File: src/rtl/alu_pkg.sv
// Shared definitions for the multiply/divide unit: ALU control codes,
// FSM state type and a small magnitude helper.
package alu_pkg;

    localparam int MDU_XLEN = 32;

    localparam logic [3:0] ALU_MULT = 4'b0011;
    localparam logic [3:0] ALU_DIV  = 4'b0101;

    typedef enum logic [1:0] {
        ST_IDLE,
        ST_RUN,
        ST_FIX
    } mdu_state_t;

    // Absolute value of a two's complement word; 32'h80000000 maps to
    // itself, which is the correct unsigned magnitude.
    function automatic logic [MDU_XLEN-1:0] abs_val(input logic [MDU_XLEN-1:0] v);
        return v[MDU_XLEN-1] ? -v : v;
    endfunction

endpackage

File: src/rtl/mdu_core.sv
// Iterative unsigned datapath shared by multiply (shift-add) and divide
// (restoring shift-subtract). One iteration per step cycle.
module mdu_core
    import alu_pkg::*;
#(
    parameter int XLEN = MDU_XLEN
) (
    input  logic            clk,
    input  logic            load,
    input  logic            step,
    input  logic            div_mode,
    input  logic [XLEN-1:0] mag_a,
    input  logic [XLEN-1:0] mag_b,
    output logic [XLEN-1:0] acc_hi,
    output logic [XLEN-1:0] acc_lo
);

    // Multiplicand (multiply) or divisor (divide).
    logic [XLEN-1:0] opnd;

    logic [XLEN:0]   add_x;
    logic [XLEN:0]   add_y;
    logic            add_cin;
    logic [XLEN+1:0] sum;

    // Single shared adder: adds the multiplicand for multiply, subtracts
    // the divisor (invert plus carry-in) from the shifted remainder for divide.
    always_comb begin
        // NOTE: every always_comb output gets a default first so no path leaves it unassigned (no latch).
        add_x   = {1'b0, acc_hi};
        add_y   = acc_lo[0] ? {1'b0, opnd} : '0;
        add_cin = 1'b0;
        if (div_mode) begin
            add_x   = {acc_hi, acc_lo[XLEN-1]};
            add_y   = ~{1'b0, opnd};
            add_cin = 1'b1;
        end
        sum = {1'b0, add_x} + {1'b0, add_y} + {{(XLEN+1){1'b0}}, add_cin};
    end

    // Load operands on accept, then iterate once per step cycle.
    // NOTE: datapath registers carry no reset; they are always loaded before use and never observed otherwise.
    always_ff @(posedge clk) begin
        if (load) begin
            acc_hi <= '0;
            acc_lo <= div_mode ? mag_a : mag_b;
            opnd   <= div_mode ? mag_b : mag_a;
        end else if (step) begin
            if (div_mode) begin
                // Carry out of the subtraction means shifted remainder >= divisor.
                if (sum[XLEN+1]) begin
                    acc_hi <= sum[XLEN-1:0];
                    acc_lo <= {acc_lo[XLEN-2:0], 1'b1};
                end else begin
                    acc_hi <= add_x[XLEN-1:0];
                    acc_lo <= {acc_lo[XLEN-2:0], 1'b0};
                end
            end else begin
                acc_hi <= sum[XLEN:1];
                acc_lo <= {sum[0], acc_lo[XLEN-1:1]};
            end
        end
    end

endmodule

File: src/rtl/mul_div_unit.sv
// Signed 32-bit multiply/divide unit with HI/LO result registers.
// FSM IDLE -> RUN (32 iterations) -> FIX (sign correction, write-back).
module mul_div_unit
    import alu_pkg::*;
#(
    parameter int XLEN = MDU_XLEN
) (
    input  logic            clk,
    input  logic            rst,
    input  logic            start,
    input  logic [3:0]      alu_con,
    input  logic [XLEN-1:0] a,
    input  logic [XLEN-1:0] b,
    input  logic            hi_we,
    input  logic            lo_we,
    output logic            busy,
    output logic            done,
    output logic [XLEN-1:0] hi,
    output logic [XLEN-1:0] lo
);

    mdu_state_t      state;
    logic [5:0]      count;
    logic            div_q;
    logic            sign_a_q;
    logic            sign_b_q;
    logic            b_zero_q;
    logic [XLEN-1:0] a_q;

    logic            accept;
    logic            div_mode;
    logic [XLEN-1:0] acc_hi;
    logic [XLEN-1:0] acc_lo;
    logic [XLEN-1:0] res_hi;
    logic [XLEN-1:0] res_lo;
    logic [2*XLEN-1:0] prod_mag;
    logic [2*XLEN-1:0] prod;

    assign accept   = (state == ST_IDLE) && start &&
                      ((alu_con == ALU_MULT) || (alu_con == ALU_DIV));
    assign div_mode = accept ? (alu_con == ALU_DIV) : div_q;
    assign busy     = (state != ST_IDLE);

    mdu_core #(.XLEN(XLEN)) u_core (
        .clk      (clk),
        .load     (accept),
        .step     (state == ST_RUN),
        .div_mode (div_mode),
        .mag_a    (abs_val(a)),
        .mag_b    (abs_val(b)),
        .acc_hi   (acc_hi),
        .acc_lo   (acc_lo)
    );

    // Sign correction of the unsigned core result; divide-by-zero returns
    // the dividend as remainder and all-ones as quotient.
    always_comb begin
        prod_mag = {acc_hi, acc_lo};
        prod     = (sign_a_q ^ sign_b_q) ? -prod_mag : prod_mag;
        res_hi   = prod[2*XLEN-1:XLEN];
        res_lo   = prod[XLEN-1:0];
        if (div_q) begin
            if (b_zero_q) begin
                res_hi = a_q;
                res_lo = '1;
            end else begin
                res_hi = sign_a_q ? -acc_hi : acc_hi;
                res_lo = (sign_a_q ^ sign_b_q) ? -acc_lo : acc_lo;
            end
        end
    end

    // Control FSM, operand-sign capture and HI/LO register updates.
    always_ff @(posedge clk) begin
        if (rst) begin
            state    <= ST_IDLE;
            count    <= '0;
            done     <= 1'b0;
            hi       <= '0;
            lo       <= '0;
            div_q    <= 1'b0;
            sign_a_q <= 1'b0;
            sign_b_q <= 1'b0;
            b_zero_q <= 1'b0;
            a_q      <= '0;
        end else begin
            // NOTE: non-blocking default then override; the last assignment in the block wins at the edge.
            done <= 1'b0;
            case (state)
                ST_IDLE: begin
                    if (hi_we) hi <= a;
                    if (lo_we) lo <= a;
                    if (accept) begin
                        state    <= ST_RUN;
                        count    <= '0;
                        div_q    <= (alu_con == ALU_DIV);
                        sign_a_q <= a[XLEN-1];
                        sign_b_q <= b[XLEN-1];
                        b_zero_q <= (b == '0);
                        a_q      <= a;
                    end
                end
                ST_RUN: begin
                    count <= count + 6'd1;
                    if (count == 6'd31) state <= ST_FIX;
                end
                ST_FIX: begin
                    hi    <= res_hi;
                    lo    <= res_lo;
                    done  <= 1'b1;
                    state <= ST_IDLE;
                end
                default: state <= ST_IDLE;
            endcase
        end
    end

endmodule

File: config.mk
export PLATFORM = sky130hd
export DESIGN_NAME = mul_div_unit
export DESIGN_NICKNAME = d
export VERILOG_FILES = /design/src/rtl/alu_pkg.sv /design/src/rtl/mdu_core.sv /design/src/rtl/mul_div_unit.sv
export SDC_FILE = /design/constraint.sdc
export NUM_CORES = 1
export LEC_CHECK = 0
export ABC_AREA = 1
export CAP_MARGIN = 15
export CORE_ASPECT_RATIO = 1.75
export CORE_MARGIN = 2
export CORE_UTILIZATION = 40
export DETAILED_ROUTE_END_ITERATION = 8
export HOLD_SLACK_MARGIN = 0.1
export PLACE_DENSITY_LB_ADDON = 0.12
export SETUP_SLACK_MARGIN = 0.3
export SLEW_MARGIN = 20
export SYNTH_ARGS = -nofsm -noshare
export SYNTH_HDL_FRONTEND = slang
export SYNTH_SLANG_ARGS = --single-unit
File: constraint.sdc
create_clock -name clk -period 12.1 [get_ports clk]
set_input_delay 1.815 -clock clk [delete_from_list [all_inputs] [get_ports clk]]
set_output_delay 1.815 -clock clk [all_outputs]
set_load 0.03 [all_outputs]
# Yosys cells after proc, flatten, opt, wreduce, memory -nomap -nowiden
# Index checks and enable logic that the tools add are counted.
# totals
regBits	205
out_inout_bits	66
wordCells	78
# op_classes
add_sub_neg	8
n_eq_ne	9
n_mux	32
n_bitwise	2
n_reduce_logical	14
# op_table
operator	count
32-bit two-way mux	18
32-bit negation	4
32-bit case mux with 2 select lines	2
33-bit two-way mux	2
64-bit two-way mux	1
64-bit negation	1
33-bit by 33-bit adder with 34-bit output	1
34-bit by 1-bit adder with 34-bit output	1
32-bit NOT with 33-bit output	1
32-bit logical NOT	1
6-bit case mux with 2 select lines	1
2-bit AND reduction	5
2-bit != test (second input constant)	4
2-bit nonzero test	4
6-bit by 1-bit adder with 6-bit output (second input constant)	1
6-bit by 5-bit equality test with 1-bit output (second input constant)	1
6-bit two-way mux	1
4-bit by 2-bit equality test with 1-bit output (second input constant)	1
4-bit by 3-bit equality test with 1-bit output (second input constant)	1
1-bit two-way mux	4
2-bit two-way mux	2
2-bit case mux with 2 select lines	1
2-bit by 1-bit equality test with 1-bit output (second input constant)	1
2-bit equality test (second input constant)	1
4 further kinds	5

# Logic depth before layout (Yosys ltp)
# Gate-level depths: netlist of the first run.
# logic_depth
ltp_word	11
ltp_mapped	32
mapped_depth_nobuf	30

# Modules after synthesis
# Synthesis of the first run repeated with hierarchy kept, for this count alone.
# hier_totals
cells_unflattened	3025
hier_area_um2	17767.0
# by_module_without_submodules
mod	n_inst	cells_each	area_per_inst_um2	seq_area_each_um2
mul_div_unit	1	1660	9376.5	2162.1
mdu_core	1	1365	8390.5	2562.5

# Least setup slack after synthesis of the first run
# OpenSTA, ideal clock, no wires.
# synth_timing
path_type	input-to-reg
start	input port alu_con[3]
end	register u_core.acc_hi[27]
setup_time_ns	0.070
arrival_ns	5.125
required_time_ns	12.030
setup_slack_ns	6.905
path_stages	32
path_cell_list	inv_1 -> nand3_1 -> nor2_4 -> nand2_2 -> inv_2 -> o21ai_2 -> inv_2 -> clkbuf_1 -> clkbuf_1 -> nand3_1 -> o21ai_0 -> ha_1 -> nand3_2 -> nand2_2 -> fa_1 -> nand2_1 -> nand2_1 -> o21ai_1 -> o21ai_0 -> nand2_1 -> nand2_1 -> nand2_1 -> nand2_1 -> nand2_1 -> nand2_1 -> nand2_1 -> nand3_1 -> nand2_1 -> inv_1 -> o21ai_0 -> inv_1 -> a21oi_1
# synth_between
elab_chain_cells	9
word_cells_on_any_way	12
classes_between	2 x add/sub; 2 x eq/ne; 6 x mux; 2 x reduce/logical
# synth_lines
element	line_no	rtl
start: declaration	mul_div_unit.sv:11	input logic [3:0] alu_con,
4-bit by 2-bit equality test with 1-bit output / 4-bit by 3-bit equality test with 1-bit output (equally long branches)	mul_div_unit.sv:40, mul_div_unit.sv:41	
1-bit logical OR	mul_div_unit.sv:40	((alu_con == ALU_MULT) || (alu_con == ALU_DIV));
1-bit logical AND	mul_div_unit.sv:39	assign accept = (state == ST_IDLE) && start &&
1-bit two-way mux	-	
33-bit two-way mux	mdu_core.sv:33	if (div_mode) begin
33-bit by 33-bit adder with 34-bit output	mdu_core.sv:38	sum = {1'b0, add_x} + {1'b0, add_y} + {{(XLEN+1){1'b0}}, add_cin};
34-bit by 1-bit adder with 34-bit output	mdu_core.sv:38	
32-bit two-way mux	mdu_core.sv:51	if (sum[XLEN+1]) begin
32-bit two-way mux	mdu_core.sv:49	if (div_mode) begin
end signal: assignment	mdu_core.sv:52	acc_hi <= sum[XLEN-1:0];
end signal: assignment	mdu_core.sv:55	acc_hi <= add_x[XLEN-1:0];
end signal: assignment	mdu_core.sv:59	acc_hi <= sum[XLEN:1];
end: declaration	mdu_core.sv:14	output logic [XLEN-1:0] acc_hi,
# Several ways; a longest one is shown, not always the timed one.
# A chain may end at the register's enable or synchronous reset.

# Final worst setup path of the first run
# layout_timing
start	input port alu_con[2]
end	register u_core.acc_hi[21]
# The elaborated chain is that of the path after synthesis.

==> results of run 1 <==
cell families (layout without fill, tap and decap cells):
family | count (synthesis) | after routing | share of synthesized area [%]
other cells | 0 | 1 | 0
buf+inv | 394 | 456 | 9.12
mux | 3 | 3 | 0.181
simple gates | 1157 | 1157 | 29.1
compound gates | 758 | 758 | 24.4
fa+ha+maj | 38 | 38 | 2.91
flops | 204 | 204 | 28.4
xor+xnor | 111 | 111 | 5.85
worst max-delay path by stage:
stage / from / end / slack, ns
finish: alu_con[2] / u_core.acc_hi[21]$_SDFFE_PN0P_ / 4.80
global route: alu_con[2] / u_core.acc_hi[21]$_SDFFE_PN0P_ / 4.64
CTS: alu_con[2] / u_core.acc_hi[26]$_SDFFE_PN0P_ / 5.25
detailed placement: alu_con[2] / u_core.acc_hi[26]$_SDFFE_PN0P_ / 4.68
global placement: alu_con[2] / u_core.acc_hi[27]$_SDFFE_PN0P_ / 4.68
floorplan: alu_con[3] / u_core.acc_hi[27]$_SDFFE_PN0P_ / 6.91
sequential cells by signal, indices dropped and copies added, names as in the netlist:
name and count:
b_zero_q 1, state 2, u_core.acc_lo 32, sign_a_q 1
a_q 31, done 1, div_q 1, lo 32
hi 32, count 6, u_core.acc_hi 32, sign_b_q 1
u_core.opnd 32
layout by cell type, fill, tap and decap left out, types with 4 or more instances in the layout:
| cell type | synthesis | routed |
|---|---|---|
| nand2_1 | 549 | 549 |
| nand4_1 | 39 | 39 |
| buf_4 | 3 | 21 |
| or2_2 | 10 | 10 |
| a21oi_1 | 270 | 270 |
| nand3b_1 | 6 | 6 |
| clkbuf_8 | 0 | 4 |
| nand2_2 | 11 | 11 |
| nor4_1 | 11 | 11 |
| o21a_1 | 10 | 10 |
| clkdlybuf4s50_1 | 0 | 138 |
| inv_2 | 13 | 14 |
| a31oi_1 | 32 | 32 |
| nand3_1 | 127 | 127 |
| o22ai_1 | 21 | 21 |
| a22oi_1 | 10 | 10 |
| o21ai_1 | 17 | 19 |
| nor3_1 | 35 | 35 |
| o211ai_1 | 24 | 24 |
| clkbuf_1 | 104 | 6 |
| clkinv_1 | 3 | 4 |
| edfxtp_1 | 64 | 64 |
| clkbuf_16 | 0 | 23 |
| nor2_1 | 354 | 352 |
| dfxtp_1 | 140 | 140 |
| ha_1 | 37 | 37 |
| nor2_4 | 6 | 8 |
| xor2_1 | 91 | 91 |
| inv_1 | 239 | 236 |
| o31ai_1 | 10 | 10 |
| xnor2_1 | 20 | 20 |
| o21ai_0 | 347 | 345 |
area by class of cell:
type | instances | area, sq um | area share, %
Antenna cell | 1 | 2.50 | 0.0131
Inverter | 255 | 960 | 5.03
Clock inverter | 8 | 80.1 | 0.420
Multi-Input combinational cell | 2067 | 10400 | 54.5
Clock buffer | 33 | 653 | 3.43
Sequential cell | 204 | 4720 | 24.8
Tap cell | 550 | 688 | 3.61
Timing Repair Buffer | 160 | 1560 | 8.18
tightest hold or removal path, stage by stage, from the launching register on:
cell	delay, ns
dfxtp_1	0.31
nand2_1	0.06
a21oi_1	0.06
metrics by stage:
step / cells / utilization (%) / area [sq um] / total power [uW] / hold slack [ns]
after global placement: 3235 / 44.7 / 18300 / 2260 / 0.454
after floorplan: 2665 / - / 16600 / 1690 / 0.443
final: 3278 / 46.6 / 19100 / 3040 / 0.468
after detailed placement: 3235 / 44.7 / 18300 / 2250 / 0.458
after CTS: 3276 / 46.5 / 19100 / 2980 / 0.469
after global routing: 3277 / 46.5 / 19100 / 3170 / 0.501
where the power goes:
group	switching (uW)	leakage [uW]	internal [uW]
clock	323	0.000350	398
combinational	1000	0.00565	400
sequential	135	0.00174	785
total	1460	0.00774	1580
cell usage after synthesis, drive strengths merged:
| master | n | area, sq um |
|---|---|---|
| nand2 | 560 | 2130 |
| a31oi | 32 | 200 |
| nor4 | 11 | 68.8 |
| o21a | 10 | 75.1 |
| nor3 | 37 | 195 |
| nand3 | 131 | 683 |
| mux2i | 3 | 30.0 |
| xnor2 | 20 | 175 |
| dfxtp | 140 | 2800 |
| o22ai | 21 | 131 |
| nor2 | 362 | 1410 |
| fa | 1 | 20.0 |
| a21oi | 270 | 1350 |
| xor2 | 91 | 797 |
| o31ai | 10 | 75.1 |
| a211oi | 2 | 15.0 |
| clkbuf | 104 | 390 |
| a221oi | 3 | 26.3 |
| or2 | 11 | 68.8 |
| o41ai | 1 | 8.76 |
| buf | 35 | 168 |
| nand4 | 39 | 244 |
| ha | 37 | 463 |
| edfxtp | 64 | 1920 |
| a21o | 3 | 22.5 |
| clkinv | 3 | 11.3 |
| a22oi | 10 | 75.1 |
| o221ai | 3 | 26.3 |
| inv | 252 | 946 |
| o211ai | 24 | 180 |
| o21bai | 3 | 22.5 |
| a21boi | 1 | 7.51 |
| nand3b | 6 | 45.0 |
| o21ai | 365 | 1830 |
metal layers:
layer | part of all wire, % | GRT usage [%] | vias to the layer above
met4 | 12 | 38.6 | 2
met1 | 35 | 43.3 | 8864
met2 | 45 | 62.2 | 889
li1 | - | - | 9028
met3 | 7.2 | 7.57 | 312
met5 | 0.015 | 0.116 | -
==> qor.txt, run 1 <==
Status - completed
NumNets Final - 2822
Worst Hold Depth - 2
Die area - 43300 sq um
Count of final setup violators - 0
Fin Setup TNS - 0 ns
Clock insertion delay at the later pin of the skew report - 0.57 ns
Worst reg-to-reg setup slack - 5.85 ns
Worst slew margin - 19.5%
Most used cell, CP - nand2_1
DRC Markers - 0
CP required - 12.56 ns
Period utilisation layout - 60.4%
HP Start - count[5]$_SDFFE_PP0P_
Routed length per instance - 26.1 um
Initial core utilization - 40.6%
CP delay by family, top - buffers and inverters
Worst Path Arrival - 7.76 ns
Gr usage total - 39.4%
Routability cong. - 1.06
Skew final - 0.0245 ns
CTS resizes - 0
Flops & latches, synth - 204
Hold path endpoint - count[5]$_SDFFE_PP0P_
Grt ovf - 0
CTS sink count - 204
Slew Viols, Final - 0
Die Width - 158 um
Max-cap violations - 0
Initial antenna violation count - 1
Hold buffers post-CTS - 0
Synthesized instance count - 2665
Post-synth net total - 2776
Via/cell ratio - 5.83
RR Startpoint - state[1]$_SDFFE_PP0P_
Post-Syn Area per Cell - 6.23 sq um
Rows - 98
Max Root-Sink Buffers - 3
Largest net degree at the start of global routing - 210
CP max FO - 209
H-Tree Level Count - 1
R2r worst-path depth - 19
Clk pin slew, worst setup/hold paths - 0.06 ns
CTS tree - done
Layout cells sized above 1 - 4.03%
Chip Height - 274 um
Crit. End Element - flip-flop
Synth-to-layout area growth - 14.7%
Postcts setup bufs - 0
Top-Level Pins - 139
Seq/Total Area, Yosys - 28.4%
Synth Warn # - 0
# fillers - 4468
Worst R2R End - u_core.acc_hi[21]$_SDFFE_PN0P_
I/O Buffers - 138
Tmin final - 7.30 ns
Crit Path Class - in2reg
Pleak - 0.00774 uW
Num CTS Buffers - 23
CP max stage delay - 0.77 ns
RSZ-0062 raised after global routing - no
Worst-margin pin slew - 1.21 ns
Root Driver - clkbuf_16
Cell Chain, Critical Path - clkdlybuf4s50_1 > inv_1 > nand2_1 > nand2_1 > nand2_2 > buf_4 > inv_4 > o21ai_4 > buf_12 > o21ai_0 > ha_1 > nand2_1 > nor2_1 > inv_1 > o21ai_0 > a21oi_1 > xor2_1 > inv_1 > nand2_1 > a21oi_1
Final wirelength - 85700 um
Worst slack at placement - 4.68 ns
Total core area - 41000 sq um
Crit path launch type - input port
Final Hold Fails - 0
Post-route ant nets - 0
Detailed Place HPWL - 65300 um
Fmax - 0.137 GHz
Peak supply drop - 0.118 mV
Slowest CP cell - o21ai_0
Global-route wire length before repair - 123000 um
Worst Path Buf+Inv - 7
Post-route setup slack - 4.80 ns
Worst path depth - 20
Synth cell types - 47
P per Cell Area - 160 nW/um^2
First drt pass iteration count - 7
Vias in the first global route - 18300
Hold Crit Class - reg2reg
Routed via count - 19100
Initial DRC count - 1735
Cell Area, Synth - 16600 sq um
Power figures use the tool's default switching activity.
==> run 2: changes to the inputs <==
==> constraint.sdc (replaced) <==
create_clock -name clk -period 7.6 [get_ports clk]
set_input_delay 1.14 -clock clk [delete_from_list [all_inputs] [get_ports clk]]
set_output_delay 1.14 -clock clk [all_outputs]
set_load 0.03 [all_outputs]
==> run 2 against run 1 <==
Effect of this change:
- via count shrank 0.27%
- cell area is 0.33% higher
- clock-buffer cell count did not move
- critical endpoint is now u_core.acc_hi[25]$_SDFFE_PN0P_
- sequential power grew 60%
- critical path depth rose by 4
- global-route usage decreased by 0.41 points
- largest power group unchanged
- largest cell class unchanged
- die area stayed put
==> qor.txt, run 2 (same netlist as run 1, synthesis figures left out) <==
Largest net degree at the start of global routing - 210
# fillers - 4455
Postcts setup bufs - 0
Hold Crit Class - reg2reg
Post-route setup slack - 1.40 ns
Synth-to-layout area growth - 15.1%
Worst-margin pin slew - 1.21 ns
Root Driver - clkbuf_16
Detailed Place HPWL - 65800 um
Worst Path Arrival - 6.68 ns
Slowest CP cell - a21oi_1
CTS resizes - 0
Hold buffers post-CTS - 0
First drt pass iteration count - 7
Global-route wire length before repair - 123000 um
CP required - 8.08 ns
Routed length per instance - 25.8 um
Crit Path Class - in2reg
Slew Viols, Final - 0
Via/cell ratio - 5.80
Peak supply drop - 0.182 mV
GR Util met3 - 6.10%
CTS tree - done
Diodes inserted - 0
Tmin final - 6.20 ns
Chip Height - 274 um
Grt ovf - 0
Top-Level Pins - 139
CTS sink count - 204
Gr usage total - 39.0%
Initial DRC count - 1712
Post-route ant nets - 0
RSZ-0062 raised after global routing - no
Crit path launch type - input port
Routability cong. - 1.02
Total core area - 41000 sq um
DRC Markers - 0
Max-cap violations - 0
Layout cells sized above 1 - 4.32%
Most frequent cells in the layout - nand2_1 (549), nor2_1 (352), o21ai_0 (345)
Clock insertion delay at the later pin of the skew report - 0.54 ns
NumNets Final - 2829
CP max stage delay - 1.00 ns
Die area - 43300 sq um
Pleak - 0.00779 uW
Met2 GRT Util - 63.4%
Fin Setup TNS - 0 ns
P per Cell Area - 250 nW/um^2
Commonest non-fill, non-tap cell in the layout - nand2_1
Worst slew margin - 18.3%
Routed via count - 19000
Crit. End Element - flip-flop
Fmax - 0.161 GHz
Max Root-Sink Buffers - 3
M1 GR Usage - 41.9%
CP max FO - 23
Skew final - 0.0169 ns
Rows - 98
Die Width - 158 um
Worst reg-to-reg setup slack - 1.71 ns
H-Tree Level Count - 1
Vias in the first global route - 18400
CP delay by family, top - compound AO/OA/AOI/OAI gates
Count of final setup violators - 0
Final Hold Fails - 0
Initial antenna violation count - 2
Total chip power - 4780 uW
I/O Buffers - 138
Worst slack at placement - 1.29 ns
Busiest metal layer after global routing - met2
Clk pin slew, worst setup/hold paths - 0.07 ns
Num CTS Buffers - 22
Worst Path Buf+Inv - 8
Initial core utilization - 40.6%
Most used cell, CP - a21oi_1
Cell Chain, Critical Path - clkdlybuf4s50_1 > inv_1 > nand3_1 > nor2_4 > nand3_2 > buf_4 > o21ai_4 > inv_2 > nand2_1 > a21oi_1 > ha_1 > nand2_1 > inv_1 > a21oi_1 > inv_1 > a21oi_1 > nor2_1 > nor2_2 > nand3_4 > inv_2 > nand2_1 > nand3_1 > inv_2 > a21oi_1
Period utilisation layout - 81.6%
Status - completed
Final wirelength - 84600 um
-- run 2: cell types whose count changed in the layout (fill, tap and decap cells not counted), moves of 2 or more --
cell,delta
buf_4,+7
clkinv_1,-2
clkinvlp_4,-2
inv_2,+2
-- run 2: through the flow --
step	instances	hold WS (ns)	utilization, %	area [sq um]
after global routing	3284	0.497	46.7	19100
after detailed placement	3243	0.463	44.9	18400
after global placement	3243	0.454	44.9	18400
after CTS	3283	0.473	46.7	19100
final	3284	0.475	46.7	19100
after floorplan	2665	0.443	-	16600
-- run 2: path summary, 6_finish.rpt --
path / start / end / depth (start not counted)
min: count[5]$_SDFFE_PP0P_ / count[5]$_SDFFE_PP0P_ / 2
max reg2reg: state[1]$_SDFFE_PP0P_ / u_core.acc_hi[25]$_SDFFE_PN0P_ / 23
min reg2reg: count[5]$_SDFFE_PP0P_ / count[5]$_SDFFE_PP0P_ / 2
max: alu_con[3] / u_core.acc_hi[25]$_SDFFE_PN0P_ / 24
-- run 2: final cells by class --
cell class                      instances  area (sq um)  share of cell area [%]
Clock buffer                           33           643                    3.36
Timing Repair Buffer                  168          1620                    8.46
Clock inverter                          7          95.1                   0.497
Multi-Input combinational cell       2067         10400                    54.4
Inverter                              255           960                    5.02
Sequential cell                       204          4720                    24.7
Tap cell                              550           688                    3.60
-- run 2: routing by layer --
layer | part of all wire [%] | routed length, um | vias up
li1 | - | - | 9054
met1 | 36 | 30200 | 8876
met2 | 46 | 38800 | 843
met3 | 6.0 | 5070 | 268
met4 | 12 | 10600 | 2
met5 | 0.015 | 13 | -
-- run 2: power breakdown --
group / internal [uW] / leakage [uW] / switching, uW
Clock: 656 / 0.000358 / 495
Sequential: 1250 / 0.00174 / 221
Combinational: 639 / 0.00570 / 1520
Total: 2540 / 0.00779 / 2230
-- run 2: worst min-delay path, cell delays in order (launching register included) --
cell	delay [ns]
dfxtp_1	0.31
nand2_1	0.06
a21oi_1	0.06
==> run 3: changes to the inputs <==
==> constraint.sdc (replaced) <==
create_clock -name clk -period 5.4 [get_ports clk]
set_input_delay 0.81 -clock clk [delete_from_list [all_inputs] [get_ports clk]]
set_output_delay 0.81 -clock clk [all_outputs]
set_load 0.03 [all_outputs]
==> run 3 against run 2 <==
Effect of this change:
- power rose by 37%
- cell area increased by 0.75%
- highest routed layer is now met4
- largest cell class unchanged
- final cell count grew 0.33%
- largest power group unchanged
- utilization rose by 0.35 points
- die area unchanged
- register-to-register slack worse by 0.98 ns
==> qor.txt, run 3 (same netlist as run 1, synthesis figures left out) <==
Clk pin slew, worst setup/hold paths - 0.07 ns
Count of final setup violators - 0
Gr usage total - 35.7%
Diodes inserted - 0
Detailed Place HPWL - 61100 um
Worst Path Arrival - 5.14 ns
Final wirelength - 77700 um
H-Tree Level Count - 1
Area of the multi-input gates - 10400 sq um
Die Width - 158 um
Clock insertion delay at the later pin of the skew report - 0.55 ns
Met2 GRT Util - 57.4%
Post-route ant nets - 0
Sequential fraction of design power - 31.2%
Via/cell ratio - 5.73
Gate power share - 43.6%
CP required - 5.87 ns
Fin Setup TNS - 0 ns
CP max FO - 21
Status - completed
Grt ovf - 0
P per Cell Area - 341 nW/um^2
# fillers - 4375
Routed via count - 18900
Hold buffers post-CTS - 0
Crit path launch type - flip-flop
Period utilisation layout - 86.5%
Tmin final - 4.67 ns
Chip Height - 274 um
Num CTS Buffers - 22
CTS tree - done
HP Start - sign_b_q$_SDFFE_PP0P_
Busiest metal layer after global routing - met2
Fmax - 0.214 GHz
Crit. Startpoint - state[1]$_SDFFE_PP0P_
Storage element area - 4720 sq um
Crit Path Class - reg2reg
CTS sink count - 204
Sw Share - 45.3%
NumNets Final - 2841
RSZ-0062 raised after global routing - no
DRC Markers - 0
Final Hold Fails - 0
Largest net degree at the start of global routing - 96
Max-cap violations - 0
Root Driver - clkbuf_16
P_sw - 2970 uW
GR Util met3 - 4.01%
Slew Viols, Final - 0
Pleak - 0.00788 uW
RR Startpoint - state[1]$_SDFFE_PP0P_
Most frequent cells in the layout - nand2_1 (549), nor2_1 (352), o21ai_0 (347)
Vias in the first global route - 18000
Layout cells sized above 1 - 4.77%
Worst slew margin - 30.6%
Commonest non-fill, non-tap cell in the layout - nand2_1
Max Root-Sink Buffers - 3
Top-Level Pins - 139
Skew final - 0.0161 ns
Clock Power Share - 25.1%
Initial DRC count - 1867
Postcts setup bufs - 0
Synth-to-layout area growth - 16.0%
Placed Area - 18500 sq um
I/O Buffers - 138
Die area - 43300 sq um
Rows - 98
Power Internal - 3590 uW
Total core area - 41000 sq um
Routability cong. - 1.04
Final Instance Area - 19300 sq um
First drt pass iteration count - 6
Global-route wire length before repair - 114000 um
CTS resizes - 0
Routed length per instance - 23.6 um
Peak supply drop - 0.250 mV
Initial core utilization - 40.6%
Initial antenna violation count - 0
M1 GR Usage - 40.3%
Hold Crit Class - reg2reg
Worst-margin pin slew - 1.03 ns
Crit. End Element - flip-flop
==> run 3: per-stage QoR <==
stage | cells | hold slack (ns) | setup slack (ns) | total power (uW) | utilization, %
after detailed placement | 3256 | 0.466 | 0.470 | 4840 | 45.2
after floorplan | 2665 | 0.443 | 1.21 | 3790 | -
final | 3295 | 0.476 | 0.727 | 6560 | 47.1
after global routing | 3295 | 0.498 | 0.530 | 6910 | 47.1
after CTS | 3295 | 0.477 | 1.00 | 6490 | 47.1
after global placement | 3256 | 0.456 | 0.456 | 4840 | 45.2
==> run 3: power groups by stage <==
| stage | sequential, uW | clock (uW) | combinational (uW) |
|---|---|---|---|
| floorplan | 1990 | 0 | 1800 |
| global placement | 2070 | 0 | 2770 |
| detailed placement | 2070 | 0 | 2770 |
| CTS | 2040 | 1650 | 2790 |
| global route | 2070 | 1710 | 3130 |
| finish | 2050 | 1650 | 2860 |
==> run 3: worst max-delay path, cell delays in order, from the launching register on <==
cell,delay (ns)
dfxtp_1,0.58
inv_2,0.11
nand2_2,0.27
nor2_4,0.09
nand2_2,0.10
inv_4,0.04
o21ai_4,0.16
buf_12,0.18
buf_4,0.18
nor2_1,0.05
a21oi_1,0.42
ha_1,0.38
a21oi_1,0.23
o21ai_0,0.16
a21oi_1,0.48
nor3_1,0.18
nor2_1,0.21
nand2_1,0.10
nand2_1,0.08
nand2_1,0.10
nor2_1,0.24
nor2_1,0.08
a21oi_1,0.14
==> run 3: area by class of cell <==
| cell class | count | share of cell area [%] |
|---|---|---|
| flip-flops and latches | 204 | 24.5 |
| clock inverters | 7 | 0.370 |
| multi-input cells | 2067 | 54.0 |
| repair buffers | 180 | 9.00 |
| inverters | 255 | 4.99 |
| well taps | 550 | 3.57 |
| clock buffers | 32 | 3.59 |
==> run 3: routing by layer <==
metal	wire length (um)	part of all wire, %
met5	0	0
met3	4560	5.9
met2	35400	46
met4	9230	12
met1	28500	37
==> run 3: path summary, 6_finish.rpt <==
path         depth (start not counted)  slack (ns)                             end
max                                 22        0.73  u_core.acc_hi[28]$_SDFFE_PN0P_
min                                  2        0.48           sign_b_q$_SDFFE_PP0P_
max reg2reg                         22        0.73  u_core.acc_hi[28]$_SDFFE_PN0P_
min reg2reg                          2        0.48           sign_b_q$_SDFFE_PP0P_
